File: src/rtl/boot_pkg.sv
// -----------------------------------------------------------------------------
// boot_pkg
// Shared types and constants for the instruction-memory boot loader.
//   boot_state_t : loader FSM states
//   BOOT_SYNC    : frame sync byte
//   LEN_W        : width of the frame word-count field
// -----------------------------------------------------------------------------
package boot_pkg;

    typedef enum logic [2:0] {
        IDLE   = 3'd0,
        LEN_LO = 3'd1,
        LEN_HI = 3'd2,
        DATA   = 3'd3,
        CSUM   = 3'd4,
        DONE   = 3'd5,
        ERR    = 3'd6
    } boot_state_t;

    localparam logic [7:0] BOOT_SYNC = 8'hA5;
    localparam int         LEN_W     = 16;

endpackage

File: src/rtl/imem_boot_ctrl_if.sv
// -----------------------------------------------------------------------------
// imem_boot_ctrl_if
// Byte stream from the UART receiver and the instruction-memory write port.
//   rx_valid / rx_data : one-cycle byte strobe plus byte (no backpressure; a
//                        byte is consumed on every edge where rx_valid = 1)
//   imem_wr_en         : one-cycle write strobe; imem_wr_addr / imem_wr_data
//                        are valid in the same cycle
// Modports:
//   slave  : the loader (consumes rx, drives the memory write port)
//   master : the environment (UART side and memory side)
// -----------------------------------------------------------------------------
interface imem_boot_ctrl_if #(
    parameter int ADDR_W = 10
);
    logic              rx_valid;
    logic [7:0]        rx_data;
    logic              imem_wr_en;
    logic [ADDR_W-1:0] imem_wr_addr;
    logic [31:0]       imem_wr_data;

    modport slave (
        input  rx_valid, rx_data,
        output imem_wr_en, imem_wr_addr, imem_wr_data
    );

    modport master (
        output rx_valid, rx_data,
        input  imem_wr_en, imem_wr_addr, imem_wr_data
    );
endinterface

File: src/rtl/boot_word_pack.sv
// -----------------------------------------------------------------------------
// boot_word_pack
// Packs four bytes (least-significant first) into a 32-bit word.
// Ports:
//   clk, rst_n  : clock, asynchronous active-low reset
//   clear       : drop any partial word and restart at byte 0
//   byte_valid  : byte_in is to be packed this cycle
//   byte_in     : incoming byte
//   word_valid  : combinational; high in the cycle the 4th byte is presented
//   word        : combinational; the completed word (valid with word_valid)
// -----------------------------------------------------------------------------
module boot_word_pack (
    input  logic        clk,
    input  logic        rst_n,
    input  logic        clear,
    input  logic        byte_valid,
    input  logic [7:0]  byte_in,
    output logic        word_valid,
    output logic [31:0] word
);

    logic [1:0]  idx_q, idx_d;
    logic [31:0] sr_q, sr_d;

    always_comb begin
        idx_d = idx_q;
        sr_d  = sr_q;
        if (clear) begin
            idx_d = 2'd0;
            sr_d  = 32'd0;
        end else if (byte_valid) begin
            idx_d = idx_q + 2'd1;
            // Right shift: after four bytes the first one sits in bits [7:0].
            sr_d  = {byte_in, sr_q[31:8]};
        end
    end

    // The word is presented combinationally alongside byte 4 so the
    // controller can register it on the very edge that accepts that byte.
    assign word_valid = byte_valid && !clear && (idx_q == 2'd3);
    assign word       = {byte_in, sr_q[31:8]};

    always_ff @(posedge clk or negedge rst_n) begin
        if (!rst_n) begin
            idx_q <= 2'd0;
            sr_q  <= 32'd0;
        end else begin
            idx_q <= idx_d;
            sr_q  <= sr_d;
        end
    end

endmodule

File: src/rtl/imem_boot_ctrl.sv
// -----------------------------------------------------------------------------
// imem_boot_ctrl
// Boot loader: parses a framed UART byte stream (A5, LEN_LO, LEN_HI, payload,
// optional CSUM), writes 32-bit little-endian words to instruction memory
// from address 0, and holds the CPU in reset until a valid image is loaded.
// Optional feature macro: BOOT_CHECKSUM_EN (adds the CSUM byte, an 8-bit XOR
// over the payload; mismatch sends the loader to ERR).
// Ports:
//   clk, rst_n : clock, asynchronous active-low reset
//   bus        : imem_boot_ctrl_if.slave (rx byte strobe in, imem write out)
//   start      : re-arm from DONE or ERR (ignored elsewhere; wins over rx)
//   cpu_rst_n  : active-low CPU reset, released one cycle after DONE entry
//   boot_done  : image accepted
//   boot_err   : frame rejected
//   state_o    : current FSM state (debug)
// All outputs are registered.
// -----------------------------------------------------------------------------
module imem_boot_ctrl
    import boot_pkg::*;
#(
    parameter int DEPTH  = 1024,
    parameter int ADDR_W = $clog2(DEPTH)
) (
    input  logic                   clk,
    input  logic                   rst_n,
    imem_boot_ctrl_if.slave        bus,
    input  logic                   start,
    output logic                   cpu_rst_n,
    output logic                   boot_done,
    output logic                   boot_err,
    output boot_state_t            state_o
);

`ifdef BOOT_CHECKSUM_EN
    localparam boot_state_t TAIL_ST = CSUM;
`else
    localparam boot_state_t TAIL_ST = DONE;
`endif

    boot_state_t       state_q, state_d;
    logic [ADDR_W-1:0] addr_q, addr_d;
    logic [LEN_W-1:0]  rem_q, rem_d;
    logic [7:0]        len_lo_q, len_lo_d;
    logic              wr_en_q, wr_en_d;
    logic [ADDR_W-1:0] wr_addr_q, wr_addr_d;
    logic [31:0]       wr_data_q, wr_data_d;
    logic              cpu_rst_n_q, cpu_rst_n_d;
    logic              boot_done_q, boot_done_d;
    logic              boot_err_q, boot_err_d;
`ifdef BOOT_CHECKSUM_EN
    logic [7:0]        csum_q, csum_d;
`endif

    logic [LEN_W-1:0]  len;
    logic              pack_clear;
    logic              pack_byte_valid;
    logic              word_valid;
    logic [31:0]       word;

    // The packer only runs while in DATA; any other state holds it empty,
    // so a new frame always starts at byte 0.
    assign pack_clear      = (state_q != DATA);
    assign pack_byte_valid = bus.rx_valid && (state_q == DATA);
    assign len             = {bus.rx_data, len_lo_q};

    boot_word_pack u_pack (
        .clk        (clk),
        .rst_n      (rst_n),
        .clear      (pack_clear),
        .byte_valid (pack_byte_valid),
        .byte_in    (bus.rx_data),
        .word_valid (word_valid),
        .word       (word)
    );

    always_comb begin
        state_d   = state_q;
        addr_d    = addr_q;
        rem_d     = rem_q;
        len_lo_d  = len_lo_q;
        wr_en_d   = 1'b0;
        wr_addr_d = wr_addr_q;
        wr_data_d = wr_data_q;
`ifdef BOOT_CHECKSUM_EN
        csum_d    = csum_q;
`endif
        unique case (state_q)
            IDLE: begin
                if (bus.rx_valid && bus.rx_data == BOOT_SYNC) begin
                    state_d = LEN_LO;
`ifdef BOOT_CHECKSUM_EN
                    csum_d  = 8'd0;
`endif
                end
            end
            LEN_LO: begin
                if (bus.rx_valid) begin
                    len_lo_d = bus.rx_data;
                    state_d  = LEN_HI;
                end
            end
            LEN_HI: begin
                if (bus.rx_valid) begin
                    addr_d = '0;
                    rem_d  = len;
                    if (len == '0)
                        state_d = TAIL_ST;
                    else if (32'(len) > DEPTH)
                        state_d = ERR;
                    else
                        state_d = DATA;
                end
            end
            DATA: begin
`ifdef BOOT_CHECKSUM_EN
                if (bus.rx_valid)
                    csum_d = csum_q ^ bus.rx_data;
`endif
                if (word_valid) begin
                    wr_en_d   = 1'b1;
                    wr_addr_d = addr_q;
                    wr_data_d = word;
                    addr_d    = addr_q + ADDR_W'(1);
                    rem_d     = rem_q - LEN_W'(1);
                    if (rem_q == LEN_W'(1))
                        state_d = TAIL_ST;
                end
            end
`ifdef BOOT_CHECKSUM_EN
            CSUM: begin
                if (bus.rx_valid)
                    state_d = (bus.rx_data == csum_q) ? DONE : ERR;
            end
`endif
            DONE, ERR: begin
                // start takes priority; any byte in the same cycle is dropped.
                if (start)
                    state_d = IDLE;
            end
            default: state_d = IDLE;
        endcase

        boot_done_d = (state_d == DONE);
        boot_err_d  = (state_d == ERR);
        // Released only once DONE has been held for a cycle, so the final
        // word write is already in memory when the CPU starts.
        cpu_rst_n_d = (state_q == DONE) && (state_d == DONE);
    end

    always_ff @(posedge clk or negedge rst_n) begin
        if (!rst_n) begin
            state_q     <= IDLE;
            addr_q      <= '0;
            rem_q       <= '0;
            len_lo_q    <= 8'd0;
            wr_en_q     <= 1'b0;
            wr_addr_q   <= '0;
            wr_data_q   <= 32'd0;
            cpu_rst_n_q <= 1'b0;
            boot_done_q <= 1'b0;
            boot_err_q  <= 1'b0;
`ifdef BOOT_CHECKSUM_EN
            csum_q      <= 8'd0;
`endif
        end else begin
            state_q     <= state_d;
            addr_q      <= addr_d;
            rem_q       <= rem_d;
            len_lo_q    <= len_lo_d;
            wr_en_q     <= wr_en_d;
            wr_addr_q   <= wr_addr_d;
            wr_data_q   <= wr_data_d;
            cpu_rst_n_q <= cpu_rst_n_d;
            boot_done_q <= boot_done_d;
            boot_err_q  <= boot_err_d;
`ifdef BOOT_CHECKSUM_EN
            csum_q      <= csum_d;
`endif
        end
    end

    assign bus.imem_wr_en   = wr_en_q;
    assign bus.imem_wr_addr = wr_addr_q;
    assign bus.imem_wr_data = wr_data_q;
    assign cpu_rst_n        = cpu_rst_n_q;
    assign boot_done        = boot_done_q;
    assign boot_err         = boot_err_q;
    assign state_o          = state_q;

endmodule

File: src/flat_wrapper.sv
// flat-port wrapper written by rule: the top's interface ports become plain ports
module imem_boot_ctrl_flat import boot_pkg::*;
#(
    parameter int DEPTH  = 1024,
    parameter int ADDR_W = $clog2(DEPTH)
)
  (clk, rst_n, start, cpu_rst_n, boot_done, boot_err, state_o, bus_rx_valid, bus_rx_data, bus_imem_wr_en, bus_imem_wr_addr, bus_imem_wr_data);
  imem_boot_ctrl_if #(.ADDR_W(ADDR_W)) bus_i ();
  input  logic clk;
  input  logic rst_n;
  input  logic start;
  output logic cpu_rst_n;
  output logic boot_done;
  output logic boot_err;
  output boot_state_t state_o;
  input wire logic [$bits(bus_i.rx_valid)-1:0] bus_rx_valid;
  input wire logic [$bits(bus_i.rx_data)-1:0] bus_rx_data;
  output wire logic [$bits(bus_i.imem_wr_en)-1:0] bus_imem_wr_en;
  output wire logic [$bits(bus_i.imem_wr_addr)-1:0] bus_imem_wr_addr;
  output wire logic [$bits(bus_i.imem_wr_data)-1:0] bus_imem_wr_data;
  assign bus_i.rx_valid = bus_rx_valid;
  assign bus_i.rx_data = bus_rx_data;
  assign bus_imem_wr_en = bus_i.imem_wr_en;
  assign bus_imem_wr_addr = bus_i.imem_wr_addr;
  assign bus_imem_wr_data = bus_i.imem_wr_data;
  imem_boot_ctrl #(.DEPTH(DEPTH), .ADDR_W(ADDR_W)) u_core (.clk(clk), .rst_n(rst_n), .bus(bus_i), .start(start), .cpu_rst_n(cpu_rst_n), .boot_done(boot_done), .boot_err(boot_err), .state_o(state_o));
endmodule
File: config.mk
export PLATFORM = sky130hd
export DESIGN_NAME = imem_boot_ctrl_flat
export DESIGN_NICKNAME = d
export VERILOG_FILES = /design/src/rtl/boot_pkg.sv /design/src/rtl/imem_boot_ctrl_if.sv /design/src/rtl/boot_word_pack.sv /design/src/rtl/imem_boot_ctrl.sv /design/src/flat_wrapper.sv
export SDC_FILE = /design/constraint.sdc
export NUM_CORES = 1
export LEC_CHECK = 0
export ABC_CLOCK_PERIOD_IN_PS = 1790
export CORE_MARGIN = 2
export CORE_UTILIZATION = 50
export CTS_CLUSTER_DIAMETER = 60
export DETAILED_ROUTE_END_ITERATION = 8
export PLACE_DENSITY_LB_ADDON = 0.08
export REMOVE_ABC_BUFFERS = 1
export SETUP_SLACK_MARGIN = 0.02
export SLEW_MARGIN = 10
export SYNTH_ARGS = -nofsm -noshare
export SYNTH_HDL_FRONTEND = slang
export SYNTH_SLANG_ARGS = --single-unit
File: constraint.sdc
create_clock -name clk -period 1.79 [get_ports clk]
set_clock_uncertainty 0.1 [all_clocks]
set_input_delay 0.4475 -clock clk [delete_from_list [all_inputs] [get_ports clk]]
set_output_delay 0.4475 -clock clk [all_outputs]
set_load 0.02 [all_outputs]
# After elaboration in Yosys (flattened, before gate mapping)
# Index checks and enable logic that the tools add are counted.
totals:
  input_bits: 12
  output_inout_bits: 49
  register_bits: 117
op_classes:
  n_eq_ne: 13
  magnitude_cmp: 1
  muxes: 21
  n_addsub: 3
  reduce_logical: 14
op_table:
  columns: ["cell", "count"]
  rows:
  - ["32-bit two-way mux", 2]
  - ["16-bit two-way mux", 2]
  - ["16-bit one-hot mux with 2 select lines", 1]
  - ["3-bit two-way mux", 8]
  - ["10-bit two-way mux", 2]
  - ["10-bit one-hot mux with 2 select lines", 1]
  - ["16-bit by 1-bit equality test with 1-bit output, second input constant", 1]
  - ["16-bit by 11-bit > comparator with 1-bit output, second input constant", 1]
  - ["16-bit logical NOT", 1]
  - ["16-bit by 1-bit subtractor with 16-bit output, second input constant", 1]
  - ["3-bit one-hot mux with 5 select lines", 1]
  - ["3-bit equality test, second input constant", 4]
  - ["10-bit by 1-bit adder with 10-bit output, second input constant", 1]
  - ["8-bit equality test, second input constant", 1]
  - ["3-bit by 2-bit equality test with 1-bit output, second input constant", 2]
  - ["1-bit logical AND", 5]
  - ["2-bit two-way mux", 2]
  - ["2-bit != test, second input constant", 2]
  - ["2-bit AND reduction", 2]
  - ["2-bit nonzero test", 2]
  - ["3-bit by 1-bit equality test with 1-bit output, second input constant", 1]
  - ["3-bit logical NOT", 1]
  - ["3-bit by 2-bit != test with 1-bit output, second input constant", 1]
  - ["3-bit AND reduction", 1]
  - ["5 further kinds", 6]

# Logic depth before layout (Yosys ltp)
# Gate-level depths: netlist of run 1.
logic_depth:
  depth_word: 8
  ltp_mapped: 7
  ltp_nobuf: 7

# Cells and area by module
# A second synthesis of run 1 with hierarchy kept.
unflattened:
  cells_unflattened: 428
  area_unflattened_um2: 4959.8
by_module_without_submodules:
  columns: ["mod", "area_each_um2", "cells_per_inst", "n_inst"]
  rows:
  - ["imem_boot_ctrl", 3803.6, 333, 1]
  - ["boot_word_pack", 1156.1, 95, 1]

# Least setup slack after synthesis of run 1
# No wires, ideal clock.
synth_path:
  kind: "flip-flop to flip-flop"
  start: "register u_core.state_q[0] (netlist: u_core.state_o[0])"
  end: "register u_core.boot_err_q (netlist: u_core.boot_err)"
  synth_period_minus_slack_ps: 1984
  arrival_time_ps: 1765
  t_required_ps: 1571
  setup_slack_ps: -194
  stages_incl_launch_ff: 7
  cell_sequence: "dfrtp_1 buf_2 nor2b_1 nand4_1 or3_1 a221o_1 and2_1"
synth_between:
  elab_chain_len: 7
synth_lines:
  columns: ["item", "line", "text"]
  rows:
  - ["start, declared", "imem_boot_ctrl.sv:40", "boot_state_t state_q, state_d;"]
  - ["start signal, assigned", "imem_boot_ctrl.sv:166", "state_q <= state_d;"]
  - ["3-bit by 2-bit equality test with 1-bit output / 3-bit by 2-bit != test with 1-bit output (equally long branches)", "imem_boot_ctrl.sv:63, imem_boot_ctrl.sv:87, imem_boot_ctrl.sv:62", null]
  - ["1-bit logical AND / 1-bit logical NOT (equally long branches)", "imem_boot_ctrl.sv:63, boot_word_pack.sv:40", null]
  - ["1-bit logical AND (2 in a row)", "boot_word_pack.sv:40", "assign word_valid = byte_valid && !clear && (idx_q == 2'd3);"]
  - ["3-bit two-way mux", "imem_boot_ctrl.sv:119", "if (word_valid) begin"]
  - ["3-bit one-hot mux with 5 select lines *", "imem_boot_ctrl.sv:87", "unique case (state_q)"]
  - ["named net u_core.state_d[1]", "imem_boot_ctrl.sv:40", null]
  - ["3-bit equality test *", "imem_boot_ctrl.sv:144", "boot_err_d = (state_d == ERR);"]
  - ["named net u_core.boot_err_d", "imem_boot_ctrl.sv:49", "logic boot_err_q, boot_err_d;"]
  - ["end signal, assigned", "imem_boot_ctrl.sv:175", "boot_err_q <= boot_err_d;"]
  - ["end, declared", "imem_boot_ctrl.sv:49", null]
# Mark *: on every way through the listed nets, which the timed path passes. The rest lies on a longest branch.
# A chain may end at the register's enable or synchronous reset.

# Final worst setup path of run 1
layout_path:
  start: "input port bus_rx_data[3]"
  end: "register u_core.boot_err_q (netlist: u_core.boot_err)"
layout_lines:
  columns: ["item", "line", "text"]
  rows:
  - ["start, declared", "flat_wrapper.sv:17", "input wire logic [$bits(bus_i.rx_data)-1:0] bus_rx_data;"]
  - ["16-bit logical NOT / 8-bit equality test (equally long branches)", "imem_boot_ctrl.sv:106, imem_boot_ctrl.sv:89", null]
  - ["3-bit two-way mux / 1-bit logical AND (equally long branches)", "imem_boot_ctrl.sv:106, imem_boot_ctrl.sv:89", null]
  - ["3-bit two-way mux, on equally long branches", "imem_boot_ctrl.sv:103, imem_boot_ctrl.sv:89", null]
  - ["3-bit one-hot mux with 5 select lines *", "imem_boot_ctrl.sv:87", null]
  - ["named net u_core.state_d[1]", "imem_boot_ctrl.sv:40", null]
  - ["3-bit equality test *", "imem_boot_ctrl.sv:144", null]
  - ["named net u_core.boot_err_d", "imem_boot_ctrl.sv:49", null]
# Marks and branches as above.

==> key figures, run 1 <==
Status
  – Outcome: finished with violations
  – Violated checks: negative setup slack

Synth
  – Post-synthesis area per instance: 9.62 µm²
  – Distinct cell type count of the synthesized netlist: 53
  – Number of flops mapped to enable cells by yosys: 0
  – Number of warnings reported in the yosys synthesis log: 0
  – Post-synthesis cell count: roughly 500
  – Synthesized flop and latch total: about 110
  – Part of the Yosys area used for sequential elements: 0.566
  – Most frequently used flop master after synthesis: sky130_fd_sc_hd__dfrtp_1
  – Async set or reset register ratio after synthesis: 1.00
  – Mapped Area: just under 5000 µm²

Place
  – Cell Count Post-Placement: 738
  – Number of port buffers: 60
  – Pre-CTS setup slack: -0.585 ns
  – Final estimated routing congestion in global placement: roughly 0.84
  – Dpl hpwl: 8.18 mm

Setup path
  – Reg-to-Reg End: u_core.boot_err
  – Worst setup path endpoint: u_core.boot_err
  – Register-to-Register Path Depth: 7
  – Source of the worst register-to-register timing path: u_core.rem_q[1]
  – Type of element capturing the critical path: register
  – Data arrival time of the critical path: 2.13 ns
  – Critical path type: in -> reg
  – Max FO, Critical Path: 5
  – Launching element type of the critical path: input pin
  – Critical path required time: around 2.0 ns
  – Register-to-register setup slack: -0.16 ns
  – Worst setup path startpoint: bus_rx_data[3]

Job
  – Count of max-cap constraint violations: 0

Power
  – Total design power: between 0.006 and 0.007 W
  – Static leakage: about 3.4 nW
  – Cell area power density: approximately 980 nW/µm²
  – Maximum vdd drop: 0.765 mV

Final layout
  – Area overhead of the layout relative to synthesis: 35.8%
  – Non-filler instance count after layout: 766
  – Final net count: ~650
  – Number of inserted filler cells in the final layout: 770
  – Share of cells above drive strength 1: 0.232
  – Footprint of the multi-input gates: roughly 2200 µm²
  – Total area of sequential cells: 2730 µm²
  – Final antenna diode count: 0

Timing
  – RSZ-0062 raised after global routing: true
  – Relative max-transition margin: 0.739
  – Post-route minimum period: slightly below 2 ns
  – Final period util: 1.10
  – Setup WS post-layout: -0.175 ns
  – Final-report hold violation count: 0
  – Final-report setup violation count: 7
  – Transition time at the pin with the least slew margin: approximately 0.4 ns
  – Total count of max-transition violations in the final report: 0
  – Max Fclk: 509 MHz
  – Minimum hold slack: between 0.3 and 0.4 ns

Die
  – Vertical die dimension: 102 µm
  – Die boundary width: 102 µm
  – Number of placed I/O pins: a little over 60
  – Standard cell core area: around 9300 µm²
  – Starting Density: 0.519
  – Area of the die: about 10,000 µm²
  – Row count: 35

Drt
  – Ratio of routed vias to standard cells: a little over 5
  – Antenna-violating nets left: 0
  – Total vias in the final route: about 4,000
  – Routed wire length: ~12 mm
  – Drt initial violations: 172
  – Average wire length per cell after detail routing: about 15 µm
  – Number of optimization iterations in the first detailed-route pass: 4
  – Final routed DRC violation total: 0

Global route
  – Met2 Use GR: 0.386
  – GR Util All Layers: 0.237
  – Global-route met1 utilization: 0.333
  – Grt met3 use: 0.0479
  – First-pass GRT wire length: 19.3 mm
  – Via count of the first global-routing pass: between 3,000 and 4,000
  – Number of antenna violations at the first check in global routing: 0
  – Layer with the highest usage after global routing: met2
  – Overflow left after global routing: 0
  – Pin count of the biggest net entering global routing: 73

CTS
  – Clock tree from TritonCTS: done
  – Root cell of the clock tree: sky130_fd_sc_hd__clkbuf_8
  – Clock-pin slew reported for the worst setup and hold paths after clock tree synthesis: around 0.1 ns
  – Worst-skew pair later-pin latency: around 0.37 ns
  – Deepest clock path buffer count: 2
  – H-Tree Level Count: 3
  – Number of buffers created by CTS: 9
  – Sinks on the clock net: roughly 110

Hold path
  – Worst hold path type: reg -> reg
  – Worst Min Path Start: u_core.bus.imem_wr_addr[9]
[metal layers]
layer  wire, µm  vias to the layer above
li1           -                     1937
met1       5590                     1954
met2       5670                       77
met3        354                       11
met4        125                        0
met5          0                        -
[cells in the mapped netlist, drive strengths merged, types with 3 or more instances]
library cell / instances / area [µm²]
mux2i: 25 / 250
inv: 6 / 22.5
o21ai: 26 / 130
xnor2: 4 / 35.0
nor3: 5 / 25.0
nand3: 7 / 35.0
nand4: 4 / 25.0
nand3b: 4 / 33.8
a21oi: 18 / 90.1
nor4: 7 / 58.8
nor2: 56 / 210
a31oi: 3 / 18.8
nor2b: 7 / 43.8
nand2b: 3 / 18.8
dfrtp: 109 / 2730
xor2: 4 / 35.0
nand2: 137 / 514
buf: 5 / 23.8
clkbuf: 20 / 76.3
mux2: 9 / 101
and2: 5 / 31.3
ha: 4 / 50.1
or3: 3 / 20.0
[per-stage QoR]
| stage | util | setup TNS, ns | cell area [µm²] |
|---|---|---|---|
| floorplan | - | -77.35 | 4720 |
| global placement | 0.654 | -2.36 | 6070 |
| detailed placement | 0.654 | -2.85 | 6070 |
| CTS | 0.680 | -0.416 | 6320 |
| global route | 0.705 | -1.36 | 6540 |
| finish | 0.705 | -0.468 | 6540 |
[registers in the layout, indices dropped and copies added (netlist names)]
signal / flops
u_core.bus.imem_wr_en: 1
u_core.u_pack.idx_q: 2
u_core.bus.imem_wr_addr: 10
u_core.addr_q: 10
u_core.boot_err: 1
u_core.rem_q: 16
u_core.bus.imem_wr_data: 32
u_core.cpu_rst_n: 1
u_core.u_pack.sr_q: 24
u_core.state_o: 3
u_core.boot_done: 1
u_core.len_lo_q: 8
[how the worst min path moves through the flow]
stage | to | slack [ns] | cells after the start
2_1_floorplan | u_core.addr_q[0] | 0.05 | 0
3_3_place_gp | u_core.bus.imem_wr_en | 0.34 | 2
3_5_place_dp | u_core.bus.imem_wr_en | 0.34 | 2
4_1_cts | u_core.bus.imem_wr_addr[5] | 0.38 | 2
5_1_grt | u_core.bus.imem_wr_data[4] | 0.40 | 2
6_report | u_core.bus.imem_wr_addr[9] | 0.38 | 2
[cell type report]
type	instances	share of cell area
Tap cell	129	0.0247
Multi-Input combinational cell	360	0.330
Clock buffer	10	0.0195
Clock inverter	6	0.00861
Inverter	7	0.00440
Sequential cell	109	0.417
Timing Repair Buffer	145	0.196
[cells by family after synthesis]
kind of cell | Yosys count | synth area share
adder cells (fa/ha/maj) | 4 | 0.0104
AND/OR/NAND/NOR | 250 | 0.231
AO/OA/AOI/OAI | 64 | 0.0784
XOR/XNOR | 8 | 0.0145
buffers and inverters | 32 | 0.0262
multiplexers | 34 | 0.0730
flip-flops | 109 | 0.566
[worst max-delay path, stage by stage]
cell and delay, ns:
sky130_fd_sc_hd__clkdlybuf4s50_1 0.43, sky130_fd_sc_hd__buf_4 0.16, sky130_fd_sc_hd__nor4_1 0.30, sky130_fd_sc_hd__buf_4 0.17, sky130_fd_sc_hd__a31oi_1 0.09, sky130_fd_sc_hd__a221o_1 0.39, sky130_fd_sc_hd__and2_4 0.14
[placed cells by master, fill, tap and decap left out, types with 9 or more instances in the layout]
cell,count
sky130_fd_sc_hd__o21ai_0,11
sky130_fd_sc_hd__dfrtp_1,108
sky130_fd_sc_hd__mux2i_1,25
sky130_fd_sc_hd__buf_4,68
sky130_fd_sc_hd__buf_6,13
sky130_fd_sc_hd__o21ai_1,14
sky130_fd_sc_hd__mux2_2,9
sky130_fd_sc_hd__a21oi_1,14
sky130_fd_sc_hd__clkbuf_8,9
sky130_fd_sc_hd__dlygate4sd2_1,46
sky130_fd_sc_hd__nand2_1,136
sky130_fd_sc_hd__nor2_1,53
[timing repair]
item	4_1_cts	5_1_grt
setup endpoints to repair	63	26
pin swaps	8	15
hold endpoints to repair	37	0
resized for setup	77	54
setup buffers	4	7
hold buffers	1	0
[power breakdown]
part           total [W]  switching (W)  internal [W]
clock            0.00143       0.000893      0.000537
sequential       0.00292       0.000224       0.00270
combinational    0.00205       0.000976       0.00108
(Power assumes the default switching activity.)
==> inputs of run 2 (changes only) <==
ABC_CLOCK_PERIOD_IN_PS = 1700   (was 1790)
CELL_PAD_IN_SITES_DETAIL_PLACEMENT = 0   (was default)
CELL_PAD_IN_SITES_GLOBAL_PLACEMENT = 1   (was default)
CORE_UTILIZATION = 38   (was 50)
clock period = 1.7 ns   (was 1.79 ns; I/O delays follow)
==> run 2 against run 1 <==
Effect of this change:
- the flow still finishes with violations (negative setup slack)
- register-to-register slack got worse by 0.10 ns
- non-clock buffer count rose by 51
- sequential power rose by 6%
- via count rose by 8.5%
- core utilization fell by 8.9 points
- power rose by 20%
- wire length rose by 23%
- clock power rose by 54%
- setup slack got worse by 0.086 ns
- cell count rose by 12%
- largest cell class unchanged
- highest routed layer unchanged
==> key figures, run 2 (synthesized netlist as in run 1, its figures left out) <==
Setup path
  – Type of element capturing the critical path: register
  – Worst setup path startpoint: u_core.rem_q[1]
  – Max FO, Critical Path: 3
  – Register-to-register setup slack: -0.26 ns
  – Worst setup path endpoint: u_core.boot_err
  – Data arrival time of the critical path: 2.11 ns
  – Critical path required time: around 1.9 ns
  – Worst path slowest cell: sky130_fd_sc_hd__dfrtp_1
  – Launching element type of the critical path: register
  – Source of the worst register-to-register timing path: u_core.rem_q[1]
  – Register-to-Register Path Depth: 7
  – Critical path type: reg -> reg
  – Peak per-stage delay on the critical path: 0.39 ns
  – Reg-to-Reg End: u_core.boot_err
  – Sequence of cells on the critical path: inv_2 > ha_4 > nor4b_4 > nand2_1 > or3_1 > a221o_1 > and2_1

CTS
  – Deepest clock path buffer count: 2
  – Worst-skew pair later-pin latency: 0.36 ns
  – Root cell of the clock tree: sky130_fd_sc_hd__clkbuf_16
  – H-Tree Level Count: 3
  – Number of buffers created by CTS: 9
  – Clock tree from TritonCTS: done
  – Clock-pin slew reported for the worst setup and hold paths after clock tree synthesis: approximately 0.070 ns
  – Sinks on the clock net: ~110

Status
  – Outcome: finished with violations
  – Violated checks: negative setup slack

Final layout
  – Final net count: about 700
  – Commonest non-fill, non-tap cell in the layout: sky130_fd_sc_hd__dfrtp_1
  – Leading cell types in the layout, fill and taps excluded: 107 x sky130_fd_sc_hd__dfrtp_1, 88 x sky130_fd_sc_hd__buf_4, 76 x sky130_fd_sc_hd__nand2_1, 52 x sky130_fd_sc_hd__nand2_2
  – Final design area excluding fillers: ~7700 µm²
  – Share of cells above drive strength 1: 0.407
  – Largest register FFs: 32
  – Final antenna diode count: 0
  – Area overhead of the layout relative to synthesis: 60.1%
  – Non-filler instance count after layout: 860
  – Post-layout utilization of the core: 0.616

Place
  – Number of port buffers: 60
  – Cell Count Post-Placement: about 800
  – Post-placement cell area: ~6200 µm²
  – Dpl hpwl: approximately 9 mm
  – Final estimated routing congestion in global placement: around 0.8

Drt
  – Routed wire length: 14.5 mm
  – Drt initial violations: around 300
  – Number of optimization iterations in the first detailed-route pass: 5
  – Ratio of routed vias to standard cells: roughly 5
  – Average wire length per cell after detail routing: between 15 and 20 µm
  – Total vias in the final route: between 4,000 and 5,000
  – Antenna-violating nets left: 0
  – Final routed DRC violation total: 0

Hold path
  – Worst Min Path Start: u_core.bus.imem_wr_data[4]
  – Worst hold path type: reg -> reg

Global route
  – First-pass GRT wire length: between 20 and 25 mm
  – Number of antenna violations at the first check in global routing: 0
  – Via count of the first global-routing pass: around 4,100
  – Overflow left after global routing: 0
  – Pin count of the biggest net entering global routing: 29
  – GR Util All Layers: 0.205

Die
  – Area of the die: 13,600 µm²
  – Die boundary width: 117 µm
  – Vertical die dimension: about 120 µm
  – Standard cell core area: around 13,000 µm²
  – Number of placed I/O pins: between 60 and 70
  – Starting Density: 0.385
  – Row count: approximately 40

Timing
  – Minimum hold slack: around 0.36 ns
  – RSZ-0062 raised after global routing: true
  – Final-report setup violation count: 73
  – Relative max-transition margin: 0.703
  – Final period util: 1.15
  – Final-report hold violation count: 0
  – Transition time at the pin with the least slew margin: roughly 0.45 ns
  – Post-route minimum period: between 1.5 and 2 ns
  – Max Fclk: around 510 MHz
  – Setup WS post-layout: -0.260 ns
  – Final-layout setup total negative slack: -8.31 ns
  – Total count of max-transition violations in the final report: 0

Power
  – Cell area power density: 996 nW/µm²
  – Maximum vdd drop: roughly 0.59 mV
  – Static leakage: 3.92 nW

Job
  – Count of max-cap constraint violations: 0
run 2: cell types whose count changed in the layout (fill, tap and decap cells not counted), sizes merged:
| cell | change |
|---|---|
| dlygate4sd2 | +1 |
| clkinvlp | +1 |
| bufinv | +1 |
| clkdlybuf4s15 | +2 |
| clkdlybuf4s50 | -3 |
| clkbuf | +7 |
| clkinv | -2 |
| inv | -2 |
| buf | +46 |
run 2: worst min-delay path by stage:
stage / endpoint / cells after the start
2_1_floorplan: u_core.addr_q[0] / 0
3_3_place_gp: u_core.bus.imem_wr_data[12] / 1
3_5_place_dp: u_core.bus.imem_wr_data[15] / 1
4_1_cts: u_core.bus.imem_wr_addr[9] / 2
5_1_grt: u_core.bus.imem_wr_data[2] / 2
6_report: u_core.bus.imem_wr_data[4] / 2
run 2: area by class of cell:
cell class	count	area, µm²
timing repair buffer	196	1980
clock inverter	4	53.8
multi-input combinational	360	2440
fill	1092	4810
inverter	7	38.8
sequential	109	2730
clock buffer	12	256
tap	172	215
run 2: stage by stage:
step / total power (W) / worst slack [ns]
global placement: 0.00480 / -0.637
finish: 0.00768 / -0.260
detailed placement: 0.00481 / -0.663
global route: 0.00805 / -0.317
CTS: 0.00748 / -0.258
floorplan: 0.00379 / -1.58
run 2: per-layer routing:
metal | wire [µm] | share of wire | vias to the layer above | global-route usage
met5 | 0 | 0 | - | 0
li1 | - | - | 2055 | -
met4 | 226 | 0.016 | 0 | 0.0792
met1 | 6730 | 0.46 | 2158 | 0.279
met3 | 436 | 0.030 | 16 | 0.0296
met2 | 7080 | 0.49 | 89 | 0.333
run 2: what timing repair did:
item / in CTS / in global routing
resized for setup: 137 / 140
buffers inserted: 14 / 33
endpoints found under the hold margin: 13 / 0
hold buffers: 1 / 0
pin swaps: 27 / 81
endpoints found under the setup margin: 114 / 87
gates cloned: 3 / 6
run 2: power by group:
part	total [W]	internal, W	switching, W
sequential	0.00310	0.00284	0.000256
clock	0.00220	0.00123	0.000974
combinational	0.00238	0.00129	0.00109
run 2: critical path: cells and delay by family, from the launching register on:
| kind | cells | cell delay, ns |
|---|---|---|
| and+or+nand+nor | 4 | 0.82 |
| DFF | 1 | 0.39 |
| AOI/OAI and AO/OA | 1 | 0.33 |
| adders and majority gates | 1 | 0.12 |
| buffers and inverters | 1 | 0.09 |
